$ cat src/rtl/imem_loader_8085_if.sv
// Byte-stream handshake and instruction-memory write bus shared by the host
// byte source (master) and the instruction-memory loader (slave).
interface imem_loader_8085_if #(
    parameter int ADDR_W = 5,
    parameter int DATA_W = 8
);
    logic              in_valid;
    logic [DATA_W-1:0] in_data;
    logic              in_ready;
    logic              mem_we;
    logic [ADDR_W-1:0] mem_addr;
    logic [DATA_W-1:0] mem_wdata;

    modport master (
        output in_valid, in_data,
        input  in_ready, mem_we, mem_addr, mem_wdata
    );

    modport slave (
        input  in_valid, in_data,
        output in_ready, mem_we, mem_addr, mem_wdata
    );
endinterface

$ cat src/rtl/imem_loader_8085.sv
// Loads a framed byte stream (length, program, checksum) into the 8085 instruction
// memory and releases the processor only after the checksum verifies.
module imem_loader_8085 #(
    parameter int ADDR_W = 5,
    parameter int DATA_W = 8
) (
    input  logic                  clk,
    input  logic                  rst,
    imem_loader_8085_if.slave     bus,
    input  logic                  reload,
    output logic                  cpu_run,
    output logic                  load_done,
    output logic                  err
);
    localparam int DEPTH = 2 ** ADDR_W;

    localparam logic [2:0] S_WAIT_LEN = 3'd0;
    localparam logic [2:0] S_LOAD     = 3'd1;
    localparam logic [2:0] S_CHECK    = 3'd2;
    localparam logic [2:0] S_RUN      = 3'd3;
    localparam logic [2:0] S_FAIL     = 3'd4;

    function automatic logic len_ok(input logic [DATA_W-1:0] n);
        return (n != '0) && (int'(n) <= DEPTH);
    endfunction

    function automatic logic [DATA_W-1:0] sum_add(input logic [DATA_W-1:0] a,
                                                  input logic [DATA_W-1:0] b);
        return a + b;
    endfunction

    logic [2:0]        state;
    logic [ADDR_W:0]   len;
    logic [ADDR_W:0]   count;
    logic [ADDR_W:0]   count_nx;
    logic [DATA_W-1:0] sum;
    logic              ready_state;
    logic              xfer;
    logic              we_p1;
    logic [ADDR_W-1:0] addr_p1;
    logic [DATA_W-1:0] wdata_p1;

    // Ready is withheld while reload is pending so an aborted byte is never acknowledged.
    assign ready_state  = (state == S_WAIT_LEN) || (state == S_LOAD) || (state == S_CHECK);
    assign bus.in_ready = ready_state && !rst && !reload;
    assign xfer         = bus.in_valid && bus.in_ready;
    assign count_nx     = count + 1'b1;

    // Write stage: an accepted program byte appears on the memory bus one cycle later.
    assign bus.mem_we    = we_p1 && !rst;
    assign bus.mem_addr  = addr_p1;
    assign bus.mem_wdata = wdata_p1;

    always_ff @(posedge clk) begin
        if (rst) begin
            state     <= S_WAIT_LEN;
            len       <= '0;
            count     <= '0;
            sum       <= '0;
            we_p1     <= 1'b0;
            addr_p1   <= '0;
            wdata_p1  <= '0;
            load_done <= 1'b0;
            cpu_run   <= 1'b0;
            err       <= 1'b0;
        end else begin
            we_p1     <= 1'b0;
            load_done <= 1'b0;
            if (reload) begin
                state   <= S_WAIT_LEN;
                count   <= '0;
                sum     <= '0;
                err     <= 1'b0;
                cpu_run <= 1'b0;
            end else begin
                case (state)
                    S_WAIT_LEN: begin
                        if (xfer) begin
                            if (len_ok(bus.in_data)) begin
                                len   <= bus.in_data[ADDR_W:0];
                                count <= '0;
                                sum   <= '0;
                                state <= S_LOAD;
                            end else begin
                                state <= S_FAIL;
                                err   <= 1'b1;
                            end
                        end
                    end
                    S_LOAD: begin
                        if (xfer) begin
                            we_p1    <= 1'b1;
                            addr_p1  <= count[ADDR_W-1:0];
                            wdata_p1 <= bus.in_data;
                            count    <= count_nx;
                            sum      <= sum_add(sum, bus.in_data);
                            if (count_nx == len) begin
                                state <= S_CHECK;
                            end
                        end
                    end
                    S_CHECK: begin
                        if (xfer) begin
                            if (bus.in_data == sum) begin
                                state     <= S_RUN;
                                load_done <= 1'b1;
                            end else begin
                                state <= S_FAIL;
                                err   <= 1'b1;
                            end
                        end
                    end
                    // cpu_run rises the cycle after load_done, behind the final write.
                    S_RUN: begin
                        cpu_run <= 1'b1;
                    end
                    S_FAIL: begin
                        cpu_run <= 1'b0;
                    end
                    default: begin
                        state <= S_WAIT_LEN;
                    end
                endcase
            end
        end
    end
endmodule

$ cat src/flat_wrapper.sv
// flat-port wrapper written by rule: the top's interface ports become plain ports
module imem_loader_8085_flat 
#(
    parameter int ADDR_W = 5,
    parameter int DATA_W = 8
)
  (clk, rst, reload, cpu_run, load_done, err, bus_in_valid, bus_in_data, bus_in_ready, bus_mem_we, bus_mem_addr, bus_mem_wdata);
  imem_loader_8085_if #(.ADDR_W(ADDR_W), .DATA_W(DATA_W)) bus_i ();
  input  logic clk;
  input  logic rst;
  input  logic reload;
  output logic cpu_run;
  output logic load_done;
  output logic err;
  input wire logic [$bits(bus_i.in_valid)-1:0] bus_in_valid;
  input wire logic [$bits(bus_i.in_data)-1:0] bus_in_data;
  output wire logic [$bits(bus_i.in_ready)-1:0] bus_in_ready;
  output wire logic [$bits(bus_i.mem_we)-1:0] bus_mem_we;
  output wire logic [$bits(bus_i.mem_addr)-1:0] bus_mem_addr;
  output wire logic [$bits(bus_i.mem_wdata)-1:0] bus_mem_wdata;
  assign bus_i.in_valid = bus_in_valid;
  assign bus_i.in_data = bus_in_data;
  assign bus_in_ready = bus_i.in_ready;
  assign bus_mem_we = bus_i.mem_we;
  assign bus_mem_addr = bus_i.mem_addr;
  assign bus_mem_wdata = bus_i.mem_wdata;
  imem_loader_8085 #(.ADDR_W(ADDR_W), .DATA_W(DATA_W)) u_core (.clk(clk), .rst(rst), .bus(bus_i), .reload(reload), .cpu_run(cpu_run), .load_done(load_done), .err(err));
endmodule
$ cat config.mk
export PLATFORM = sky130hd
export DESIGN_NAME = imem_loader_8085_flat
export DESIGN_NICKNAME = d
export VERILOG_FILES = /design/src/rtl/imem_loader_8085_if.sv /design/src/rtl/imem_loader_8085.sv /design/src/flat_wrapper.sv
export SDC_FILE = /design/constraint.sdc
export NUM_CORES = 1
export LEC_CHECK = 0
export CORE_MARGIN = 2
export CORE_UTILIZATION = 45
export DETAILED_ROUTE_END_ITERATION = 8
export GPL_TIMING_DRIVEN = 1
export HOLD_SLACK_MARGIN = 0.15
export PLACE_DENSITY = 0.68
export SETUP_SLACK_MARGIN = 0.05
export SYNTH_ARGS = -nofsm -noshare
export SYNTH_HDL_FRONTEND = slang
export SYNTH_SLANG_ARGS = --single-unit
$ cat constraint.sdc
create_clock -name clk -period 6.41 [get_ports clk]
set_input_delay 0.641 -clock clk [delete_from_list [all_inputs] [get_ports clk]]
set_output_delay 0.641 -clock clk [all_outputs]
set_load 0.005 [all_outputs]
**Yosys cells after proc, flatten, opt, wreduce, memory -nomap -nowiden**

Index checks and enable logic that the tools add are counted.

- Bits in registers: 40
- Output and inout port bits: 18
- Logic and storage cells: 77

- $add $sub $neg: 2
- Magnitude comparators: 1
- Eq/ne operators: 13
- Muxes and demuxes: 23
- Bitwise operators: 5
- Reduce and logical (&&, ||, !) cells: 23

Operator list:

| kind | number |
|---|---|
| 8-bit two-way mux | 3 |
| 3-bit two-way mux | 6 |
| 6-bit two-way mux | 3 |
| 8-bit one-hot mux with 2 select lines | 1 |
| 3-bit one-hot mux with 4 select lines | 1 |
| 6-bit one-hot mux with 2 select lines | 1 |
| 5-bit AND reduction | 2 |
| 8-bit adder | 1 |
| 8-bit == test | 1 |
| 8-bit by 6-bit <= comparator with 1-bit output, second input constant | 1 |
| 2-bit != test, second input constant | 4 |
| 4-bit AND reduction | 2 |
| 8-bit nonzero test | 1 |
| 6-bit by 1-bit adder with 6-bit output, second input constant | 1 |
| 3-bit by 2-bit == test with 1-bit output, second input constant | 2 |
| 6-bit == test | 1 |
| 1-bit two-way mux | 6 |
| 2-bit by 1-bit != test with 1-bit output, second input constant | 3 |
| 2-bit nonzero test | 3 |
| 1-bit logical AND | 5 |
| 1-bit inverter | 5 |
| 1-bit one-hot mux with 2 select lines | 2 |
| 2-bit OR reduction | 2 |
| 4-bit OR reduction | 1 |
| other kinds (7) | 9 |

**Logic depth before layout (Yosys ltp)**

Gate-level depths: netlist (run 1).

- Depth after elaboration: 8
- Gate-level depth with buffers: 7
- Depth with buffers taken out: 7

**Least setup slack after synthesis (run 1)**

No wires, ideal clock.

- Path type: input -> register
- Start: in bus_in_data[4]
- End: reg u_core.sum[2]
- Library setup time: 0.117 ns
- Arrival: 2.367 ns
- Required time: 6.293 ns
- Setup slack: 3.927 ns
- Stages on the path: 6
- Cell sequence: or4_4 > or3_4 > a311o_1 > and2_4 > buf_6 > a22o_1

- Longest elaborated chain between the ends: 4
- Elaborated cells on any way between the ends: 5
- Those cells by class: order compare (1); eq/ne (1); reduce/logical (3)

RTL lines:

| what | line | RTL |
|---|---|---|
| from (decl) | flat_wrapper.sv:16 | `input wire logic [$bits(bus_i.in_data)-1:0] bus_in_data;` |
| 8-bit by 6-bit <= comparator with 1-bit output or 8-bit nonzero test (tied branches) | imem_loader_8085.sv:24 | `return (n != '0) && (int'(n) <= DEPTH);` |
| 1-bit logical AND (*) | imem_loader_8085.sv:24 |  |
| 2-bit != test (no line) (*) | n/a |  |
| 4-bit AND reduction (no line) (*) | n/a |  |
| to (signal assigned) | imem_loader_8085.sv:96 | `sum <= sum_add(sum, bus.in_data);` |
| to (decl) | imem_loader_8085.sv:36 | `logic [DATA_W-1:0] sum;` |

Mark *: on every way between the ends. The rest lies on a longest branch, timed or not.
A chain may end at the register's enable or synchronous reset.

**Worst setup path in the final report (run 1)**

- Start: in rst
- End: reg u_core.sum[1]

- Longest elaborated chain between the ends: 6
- Elaborated cells on any way between the ends: 8
- Those cells by class: eq/ne (2); reduce/logical (6)

RTL lines:

| what | line | RTL |
|---|---|---|
| from (decl) | flat_wrapper.sv:10 | `input logic rst;` |
| 1-bit logical NOT | imem_loader_8085.sv:45 | `assign bus.in_ready = ready_state && !rst && !reload;` |
| 1-bit logical AND (2 in a row) | imem_loader_8085.sv:45 |  |
| 1-bit logical AND | imem_loader_8085.sv:46 | `assign xfer = bus.in_valid && bus.in_ready;` |
| 2-bit by 1-bit != test with 1-bit output (no line) | n/a |  |
| 4-bit AND reduction (no line) | n/a |  |

Parallel ways exist; a longest one is shown, timed or not.

==> results.txt, run 1 <==
Outcome: complete, no violations
CTS root buffer: clkbuf_8
Data arrival time of the critical path: 3.28 ns
Post-Syn Area: 1970 µm²
Seq/Total Area, Yosys: 40.7%
Row count: 24
P_sw: 108 µW
Hold_buf cts: 0
Largest family of logic cells by synthesized area: compound AO/OA/AOI/OAI gates
Synth area leader: dfxtp_1
Compound-Gate Fraction of Synth Area: 21.6%
WHS Path Cells: 2
Via density per instance: 5.54
Final Max Slew Viols: 0
CTS Buf Count: 5
Fin. Hold Viols: 0
Netlist cell types: 47
Placeable core area: 4290 µm²
Largest net degree at the start of global routing: 28
Die area: 4920 µm²
CP endpoint kind: register
Crit path kind: input port to register
Pwr dens: 203 nW/µm²
Die Span Y: 70.1 µm
# IOs: 30
TritonRoute pass-1 iters: 4
Post-CTS Setup Inserts: 0
Ranking of synthesized cells by area: dfxtp_1, nand2_1, a21oi_1
Mux cell area share after synthesis: 3.05%
YS warnings: 0
Max IR drop VDD: 0.137 mV
DP HPWL: 3130 µm
GRT overflow: 0
Hold Crit Class: register to register
Clock share of power: 42.0%
Setup_tns: 0 ns
Top cell type's share of synthesized area: 40.7%
NumNets Final: 275
Synth Instances: 226
CTS tree: yes
Max Clock Skew: 0.00519 ns
Layout cells sized above 1: 7.45%
WL/cell: 14.6 µm
Pre-CTS setup slack: 3.00 ns
Routed Antenna Nets: 0
Mean Syn Cell Area: 8.71 µm²
Top_reg_cell synth: dfxtp_1
Placer Congestion: 0.870
Sw Ratio: 22.2%
# setup viols final: 0
Max-cap violations: 0
FF+latch count, synth: 40
Starting Density: 45.8%
IO buf count: 29
FILL cells: 416
Sink Count: 40
Via Count: 1701
R2R cell count: 4
F_max: 0.324 GHz
Commonest non-fill, non-tap cell in the layout: dfxtp_1
Clock Latency Late Sink: 0.30 ns
RSZ-0062 raised after global routing: no
Crit share post-route: 48.2%
Sequential Power Share: 51.4%
Number of remaining DRC errors: 0
Worst-Margin Slew: 0.746 ns
Synth Area in XOR/XNOR: 5.34%
Gate power share: 6.6%
Mapped Nets: 247
Post-synth ARST share: 0%
Most frequent cells in the layout: dfxtp_1, nand2_1, clkdlybuf4s50_1
Initial antenna violation count: 0
Synth Area in Simple Gates: 20.5%
EDFF count, synth: 0
Die width: 70.1 µm
Vias in the first global route: 1580
Layout area overhead: 21.8%
Drt first-iter violations: 105
Startpoint types: input port
H-tree levels: 2
Critical Path RT: 6.60 ns
Final setup margin: 3.32 ns
Gr usage total: 19.8%
Adder-cell share of the synthesized area: 6.10%
Post-cts resize count: 0
Worst-path maximum fanout: 27
First-pass GRT wire length: 7710 µm
Clk slew on worst S/H paths: 0.08 ns
Fin util: 55.8%
Static Leak: 0.000900 µW
Antenna cells: 0
Min Clock Period, post-route: 3.09 ns
Detailed Route WL: 4480 µm
Relative slew slack: 50.0%
Int Pwr: 379 µW
Clk buf depth: 2
critical path, cell delays in order:
cell and delay, ns:
clkdlybuf4s50_1 0.46, buf_4 0.25, nor4b_1 0.11, nand2_1 0.50
clkinv_1 0.80, a22o_2 0.50
final timing paths:
check / startpoint / end / slack [ns]
setup / recovery: rst / u_core.sum[1] / 3.32
hold / removal: u_core.bus.mem_wdata[5] / u_core.bus.mem_wdata[5] / 0.46
setup reg to reg: u_core.state[2] / u_core.sum[1] / 3.90
hold reg to reg: u_core.bus.mem_wdata[5] / u_core.bus.mem_wdata[5] / 0.46
metal layers:
layer | vias to the layer above | track usage (%) | part of all wire (%)
met5 | - | 0 | 0
met4 | 0 | 7.69 | 1.7
met3 | 7 | 3.61 | 3.4
met2 | 38 | 29.4 | 44
met1 | 784 | 28.3 | 51
li1 | 872 | - | -
registers in the layout, summed over array words and instances (netlist names):
| signal | cells |
|---|---|
| u_core.we_p1 | 1 |
| u_core.state | 3 |
| u_core.len | 6 |
| u_core.sum | 8 |
| u_core.count | 6 |
| u_core.err | 1 |
| u_core.bus.mem_wdata | 8 |
| u_core.bus.mem_addr | 5 |
| u_core.load_done | 1 |
| u_core.cpu_run | 1 |
power groups by stage:
stage          sequential (µW)  combinational, µW  clock [µW]
4_1_cts                    250               32.1         208
5_1_grt                    251               35.4         218
3_3_place_gp               256               32.0           0
2_1_floorplan              256               16.5           0
6_report                   250               32.2         205
3_5_place_dp               256               32.0           0
metrics by stage:
stage	std cells	power, µW	cell area (µm²)	hold slack (ns)
floorplan	226	272	1970	0.436
global placement	299	288	2290	0.447
detailed placement	299	288	2290	0.450
CTS	307	491	2400	0.461
global route	307	504	2400	0.478
finish	307	487	2400	0.456
kinds of logic after synthesis:
group                    count (synthesis)
buffers and inverters                   12
XOR/XNOR                                12
adder cells (fa/ha/maj)                  9
AND/OR/NAND/NOR                         82
flip-flops                              40
multiplexers                             6
AO/OA/AOI/OAI                           65
cell type report:
type	instances	area [µm²]	area share [%]
repair buffers	30	298	12.4
flip-flops and latches	40	801	33.4
clock buffers	6	72.6	3.03
clock inverters	2	35.0	1.46
inverters	3	11.3	0.470
multi-input cells	174	1110	46.5
well taps	52	65.1	2.71
Yosys cell counts, types with 3 or more instances:
master    instances
a21oi_1          20
nand2b_1          3
xor2_1            5
dfxtp_1          40
nor2b_1           4
xnor2_1           7
clkbuf_1          6
mux2i_1           6
o21ai_0          14
nor3_1            4
a31oi_1           3
a22o_1            3
nand2_1          32
a22o_2            3
nor2_1           17
a211oi_1          7
ha_1              8
nand3_1           6
Power figures use the tool's default switching activity.
==> run 2, diff against run 1 <==
==> constraint.sdc (replaced) <==
create_clock -name clk -period 3 [get_ports clk]
set_input_delay 0.3 -clock clk [delete_from_list [all_inputs] [get_ports clk]]
set_output_delay 0.3 -clock clk [all_outputs]
set_load 0.005 [all_outputs]
==> run 2 against run 1 <==
Clock power increased by 130%. Non-clock buffer count rose by 6. Design area up 2.5%. Sequential power up 110%. Total power increased by 120%. Via count grew 2.8%. First-iteration DRC count up 41%. Setup slack worse by 2.7 ns. Flip-flop and latch count did not move. Count of clock-buffer cells in the layout did not move. Clock skew up 0.0017 ns. Combinational power grew 130%. Critical endpoint is now u_core.count[2].
==> results.txt, run 2 (synthesized netlist as in run 1, its figures left out) <==
Outcome: complete, no violations
Static Leak: 0.000935 µW (+3.9%)
Fin. Hold Viols: 0 (unchanged)
Initial antenna violation count: 0 (unchanged)
Layout cells sized above 1: 9.96% (+2.5 points)
Most frequent cells in the layout: dfxtp_1, nand2_1, clkdlybuf4s50_1
CTS root buffer: clkbuf_8
Die Span Y: 70.1 µm (unchanged)
Clock Latency Late Sink: 0.29 ns (about the same)
WHS Path Cells: 2 (unchanged)
Die width: 70.1 µm (unchanged)
Starting Density: 45.8% (unchanged)
Critical Path RT: 3.17 ns (-3.43 ns)
# IOs: 30 (unchanged)
Data arrival time of the critical path: 2.54 ns (-0.74 ns)
Largest net degree at the start of global routing: 22 (-21%)
Commonest non-fill, non-tap cell in the layout: dfxtp_1
Pwr dens: 436 nW/µm² (+110%)
Die area: 4920 µm² (unchanged)
FILL cells: 390 (-6.3%)
FF-to-FF setup slack: 0.84 ns (-3.06 ns)
Detailed Route WL: 4460 µm (-0.47%)
Hold Path Origin: u_core.bus.mem_addr[1]
Post-CTS Setup Inserts: 0 (unchanged)
Final Max Slew Viols: 0 (unchanged)
Worst path cell trace: clkdlybuf4s50_1 > or4_4 > or3_4 > a311o_1 > nor2_1 > a311oi_1
Reg2reg end: u_core.count[2]
TritonRoute pass-1 iters: 4 (unchanged)
Worst-path maximum fanout: 5 (-81%)
Vias in the first global route: 1656 (+4.8%)
DP HPWL: 3210 µm (+2.3%)
Hold Crit Endpoint: u_core.bus.mem_addr[1]
Antenna cells: 0 (unchanged)
Critical-path top delay cell: or4_4
Max-cap violations: 0 (unchanged)
Startpoint types: input port
Crit path kind: input port to register
First-pass GRT wire length: 7620 µm (-1.2%)
WL/cell: 14.2 µm (-2.4%)
CTS Buf Count: 5 (unchanged)
Crit share post-route: 78.9%
# setup viols final: 0 (unchanged)
Hold Worst Slack: 0.456 ns (+0.000376 ns)
Relative slew slack: 64.7% (+15 points)
Setup_tns: 0 ns (unchanged)
NumNets Final: 281 (+2.2%)
Number of remaining DRC errors: 0 (unchanged)
Critical path's largest stage delay: 0.55 ns (-0.25 ns)
Hold Crit Class: register to register
Sequential cell area: 801 µm² (unchanged)
Drt first-iter violations: 148 (+41%)
Min Clock Period, post-route: 2.37 ns
Hold_buf cts: 0 (unchanged)
GRT overflow: 0 (unchanged)
CTS tree: yes
CP endpoint kind: register
Gr usage total: 19.5% (-0.29 points)
Placeable core area: 4290 µm² (unchanged)
F_max: 0.423 GHz
Max IR drop VDD: 0.280 mV (+100%)
R2R Path Start: u_core.state[1]
Via Count: 1749 (+2.8%)
RSZ-0062 raised after global routing: no
Routed Antenna Nets: 0 (unchanged)
Via density per instance: 5.59 (+0.85%)
IO buf count: 29 (unchanged)
Layout area overhead: 24.8%
Post-cts resize count: 0 (unchanged)
Sink Count: 40 (unchanged)
Row count: 24 (unchanged)
Placer Congestion: 0.926 (+6.5%)
Worst-Margin Slew: 0.526 ns (-0.220 ns)
Max Clock Skew: 0.00689 ns (+0.00170 ns)
Clk slew on worst S/H paths: 0.08 ns (about the same)
Footprint of the multi-input gates: 1110 µm² (unchanged)
H-tree levels: 2 (unchanged)
R2R cell count: 5 (+1)
Clk buf depth: 2 (unchanged)
-- run 2: cell count changes in the layout (fill, tap and decap cells not counted), sizes merged --
cell and change:
buf +6
-- run 2: through the flow --
step	power [µW]	utilization, %	cells	setup slack [ns]	instance area (µm²)
floorplan	582	-	226	0.858	1970
global placement	620	54.4	305	0.331	2330
CTS	1090	57.2	313	0.633	2460
detailed placement	620	54.4	305	0.312	2330
finish	1070	57.2	313	0.634	2460
global route	1110	57.2	313	0.540	2460
-- run 2: report_power, final --
group / total [µW] / internal [µW] / switching, µW / leakage [µW]
logic: 72.6 / 34.6 / 38.0 / 0.000551
registers: 535 / 532 / 2.40 / 0.000322
clock network: 464 / 272 / 192 / 0.0000614
-- run 2: worst max path at each step --
stage | from | endpoint | slack [ns]
floorplan | bus_in_data[4] | u_core.sum[2] | 0.86
global placement | bus_in_data[1] | u_core.count[2] | 0.33
detailed placement | bus_in_data[1] | u_core.count[2] | 0.31
CTS | bus_in_data[1] | u_core.count[2] | 0.63
global route | bus_in_data[1] | u_core.count[3] | 0.54
finish | bus_in_data[0] | u_core.count[2] | 0.63
-- run 2: routing by layer --
layer | wire length (µm) | vias to the layer above | global-route usage (%)
li1 | - | 890 | -
met1 | 2040 | 800 | 24.4
met2 | 2100 | 53 | 31.3
met3 | 250 | 6 | 5.19
met4 | 65 | 0 | 8.76
met5 | 0 | - | 0
-- run 2: worst max-delay path, delay by kind of cell --
kind                   cells  cell delay, ns
AO/OA/AOI/OAI              2            0.50
AND/OR/NAND/NOR            3            1.24
buffers and inverters      1            0.50
-- run 2: area by class of cell --
class	count	area share, %
inverter	3	0.458
tap	52	2.65
timing repair buffer	36	14.0
sequential	40	32.6
clock buffer	6	3.36
clock inverter	2	1.58
multi-input combinational	174	45.4
==> run 3, diff against run 2 <==
--- a/config.mk
+++ b/config.mk
@@ -10,7 +10,7 @@
 export DETAILED_ROUTE_END_ITERATION = 8
 export GPL_TIMING_DRIVEN = 1
 export HOLD_SLACK_MARGIN = 0.15
-export PLACE_DENSITY = 0.68
+export PLACE_DENSITY = 0.71
 export SETUP_SLACK_MARGIN = 0.05
 export SYNTH_ARGS = -nofsm -noshare
 export SYNTH_HDL_FRONTEND = slang
==> constraint.sdc (replaced) <==
create_clock -name clk -period 2.1 [get_ports clk]
set_input_delay 0.21 -clock clk [delete_from_list [all_inputs] [get_ports clk]]
set_output_delay 0.21 -clock clk [all_outputs]
set_load 0.005 [all_outputs]
==> run 3 against run 2 <==
Count of clock-buffer cells in the layout is 1 lower. Largest power group unchanged. Register-to-register slack got worse by 0.85 ns. The run now ends with negative setup slack left. Sequential power grew 43%. Combinational power grew 85%. Utilization grew 7.2 points. Critical path type is now register to register. Highest routed layer unchanged. Die area stayed put.
==> results.txt, run 3 (synthesized netlist as in run 1, its figures left out) <==
Final setup margin: -0.0131 ns (-0.647 ns)
Data arrival time of the critical path: 2.30 ns (-0.24 ns)
Placer Congestion: 0.876 (-5.3%)
Routed Antenna Nets: 0 (unchanged)
GRT overflow: 0 (unchanged)
Max-cap violations: 0 (unchanged)
Layout area overhead: 40.4%
CTS Buf Count: 5 (unchanged)
Clk buf depth: 2 (unchanged)
F_max: 0.473 GHz
# setup viols final: 2 (+2)
Int Pwr: 1190 µW (+41%)
Finished Layout Cells: 346 (+11%)
CTS tree: yes
DP HPWL: 3620 µm (+13%)
Vias in the first global route: 1784 (+7.7%)
Worst-Margin Slew: 0.360 ns (-0.165 ns)
Largest net degree at the start of global routing: 22 (unchanged)
Critical Path RT: 2.29 ns (-0.88 ns)
RSZ-0062 raised after global routing: yes
Hold Crit Endpoint: u_core.len[5]
Hold Worst Slack: 0.327 ns (-0.129 ns)
Via density per instance: 5.48 (-1.9%)
P_sw: 361 µW (+56%)
Most frequent cells in the layout: dfxtp_1, buf_4, nand2_1
TritonRoute pass-1 iters: 5 (+1)
Max Clock Skew: 0.00305 ns (-0.00384 ns)
Placeable core area: 4290 µm² (unchanged)
First-pass GRT wire length: 8580 µm (+13%)
Pre-CTS setup slack: -0.416 ns (-0.728 ns)
Startpoint types: register
Sequential Power Share: 49.3% (-0.6 points)
Die width: 70.1 µm (unchanged)
Worst-path maximum fanout: 8 (+3)
Reg2reg end: u_core.sum[5]
Setup_tns: -0.0195 ns (-0.0195 ns)
Min Clock Period, post-route: 2.11 ns
IO buf count: 29 (unchanged)
Outcome: complete, but fails checks
Die area: 4920 µm² (unchanged)
H-tree levels: 2 (unchanged)
Drt first-iter violations: 170 (+15%)
Hold_buf cts: 0 (unchanged)
Static Leak: 0.00113 µW (+21%)
Clock share of power: 42.1% (-1.2 points)
Row count: 24 (unchanged)
Initial antenna violation count: 0 (unchanged)
Die Span Y: 70.1 µm (unchanged)
Sw Ratio: 23.3% (+1.7 points)
Max IR drop VDD: 0.376 mV (+34%)
WL/cell: 14.6 µm (+2.8%)
Hold Path Origin: bus_in_data[5]
WHS Path Cells: 4 (+2)
Failing checks: negative setup slack
Sink Count: 40 (unchanged)
Via Count: 1896 (+8.4%)
Crit share post-route: 101%
Commonest non-fill, non-tap cell in the layout: dfxtp_1
R2R Path Start: u_core.state[1]
Final Max Slew Viols: 0 (unchanged)
R2R cell count: 5 (unchanged)
Post-Place Cells: 337 (+10%)
Crit path kind: register to register
Clk slew on worst S/H paths: 0.08 ns (about the same)
Pwr dens: 560 nW/µm² (+28%)
CTS root buffer: clkbuf_8
# IOs: 30 (unchanged)
Number of remaining DRC errors: 0 (unchanged)
Detailed Route WL: 5070 µm (+14%)
Hold Crit Class: input port to register
Gr usage total: 22.0% (+2.6 points)
Gate power share: 8.6% (+1.8 points)
CP endpoint kind: register
FF-to-FF setup slack: -0.01 ns (-0.85 ns)
Fin. Hold Viols: 0 (unchanged)
Clock Latency Late Sink: 0.29 ns (about the same)
NumNets Final: 314 (+12%)
Relative slew slack: 75.8% (+11 points)
Total power: 1550 µW (+45%)
Antenna cells: 0 (unchanged)
Layout cells sized above 1: 22.4% (+12 points)
Starting Density: 45.8% (unchanged)
run 3: cell type report:
type                       instances  area (µm²)
clock buffer                       5        68.8
clock inverter                     3        46.3
multi-input combinational        174        1150
timing repair buffer              69         619
sequential                        40         802
fill                             370        1530
inverter                           3        11.3
tap                               52        65.1
run 3: how the worst max path moves through the flow:
| stage | from | to | slack [ns] |
|---|---|---|---|
| after detailed placement | bus_in_data[4] | u_core.sum[5] | -0.42 |
| after CTS | u_core.state[1] | u_core.sum[5] | -0.06 |
| final | u_core.state[1] | u_core.sum[5] | -0.01 |
| after global placement | bus_in_data[4] | u_core.sum[2] | -0.37 |
| after floorplan | u_core.state[1] | u_core.sum[2] | 0.04 |
| after global routing | u_core.state[1] | u_core.sum[5] | -0.05 |
run 3: repair_timing:
action	CTS	global route
setup buffers	0	1
endpoints found under the setup margin	20	23
pin swaps	4	10
hold endpoints to repair	0	0
resized for setup	6	8
run 3: through the flow:
stage / area (µm²) / utilization, %
6_report: 2760 / 64.4
5_1_grt: 2760 / 64.4
4_1_cts: 2730 / 63.5
3_5_place_dp: 2600 / 60.6
3_3_place_gp: 2600 / 60.6
2_1_floorplan: 1970 / -
run 3: power by group through the flow:
stage | clock network, µW | logic, µW | registers (µW)
4_1_cts | 659 | 130 | 763
5_1_grt | 696 | 145 | 764
3_3_place_gp | 0 | 128 | 781
3_5_place_dp | 0 | 130 | 781
6_report | 651 | 134 | 763
2_1_floorplan | 0 | 50.3 | 781
run 3: critical path, stage by stage, from the launching register on:
cell,delay [ns]
dfxtp_2,0.34
or4b_4,0.48
or3_4,0.38
a311o_1,0.36
and2_4,0.21
a22o_1,0.23
run 3: layer usage:
| layer | GRT usage (%) | wire [µm] | up-vias |
|---|---|---|---|
| met5 | 0 | 0 | - |
| met1 | 31.0 | 2410 | 880 |
| met2 | 34.6 | 2320 | 61 |
| met4 | 6.20 | 63 | 0 |
| li1 | - | - | 951 |
| met3 | 4.18 | 265 | 4 |
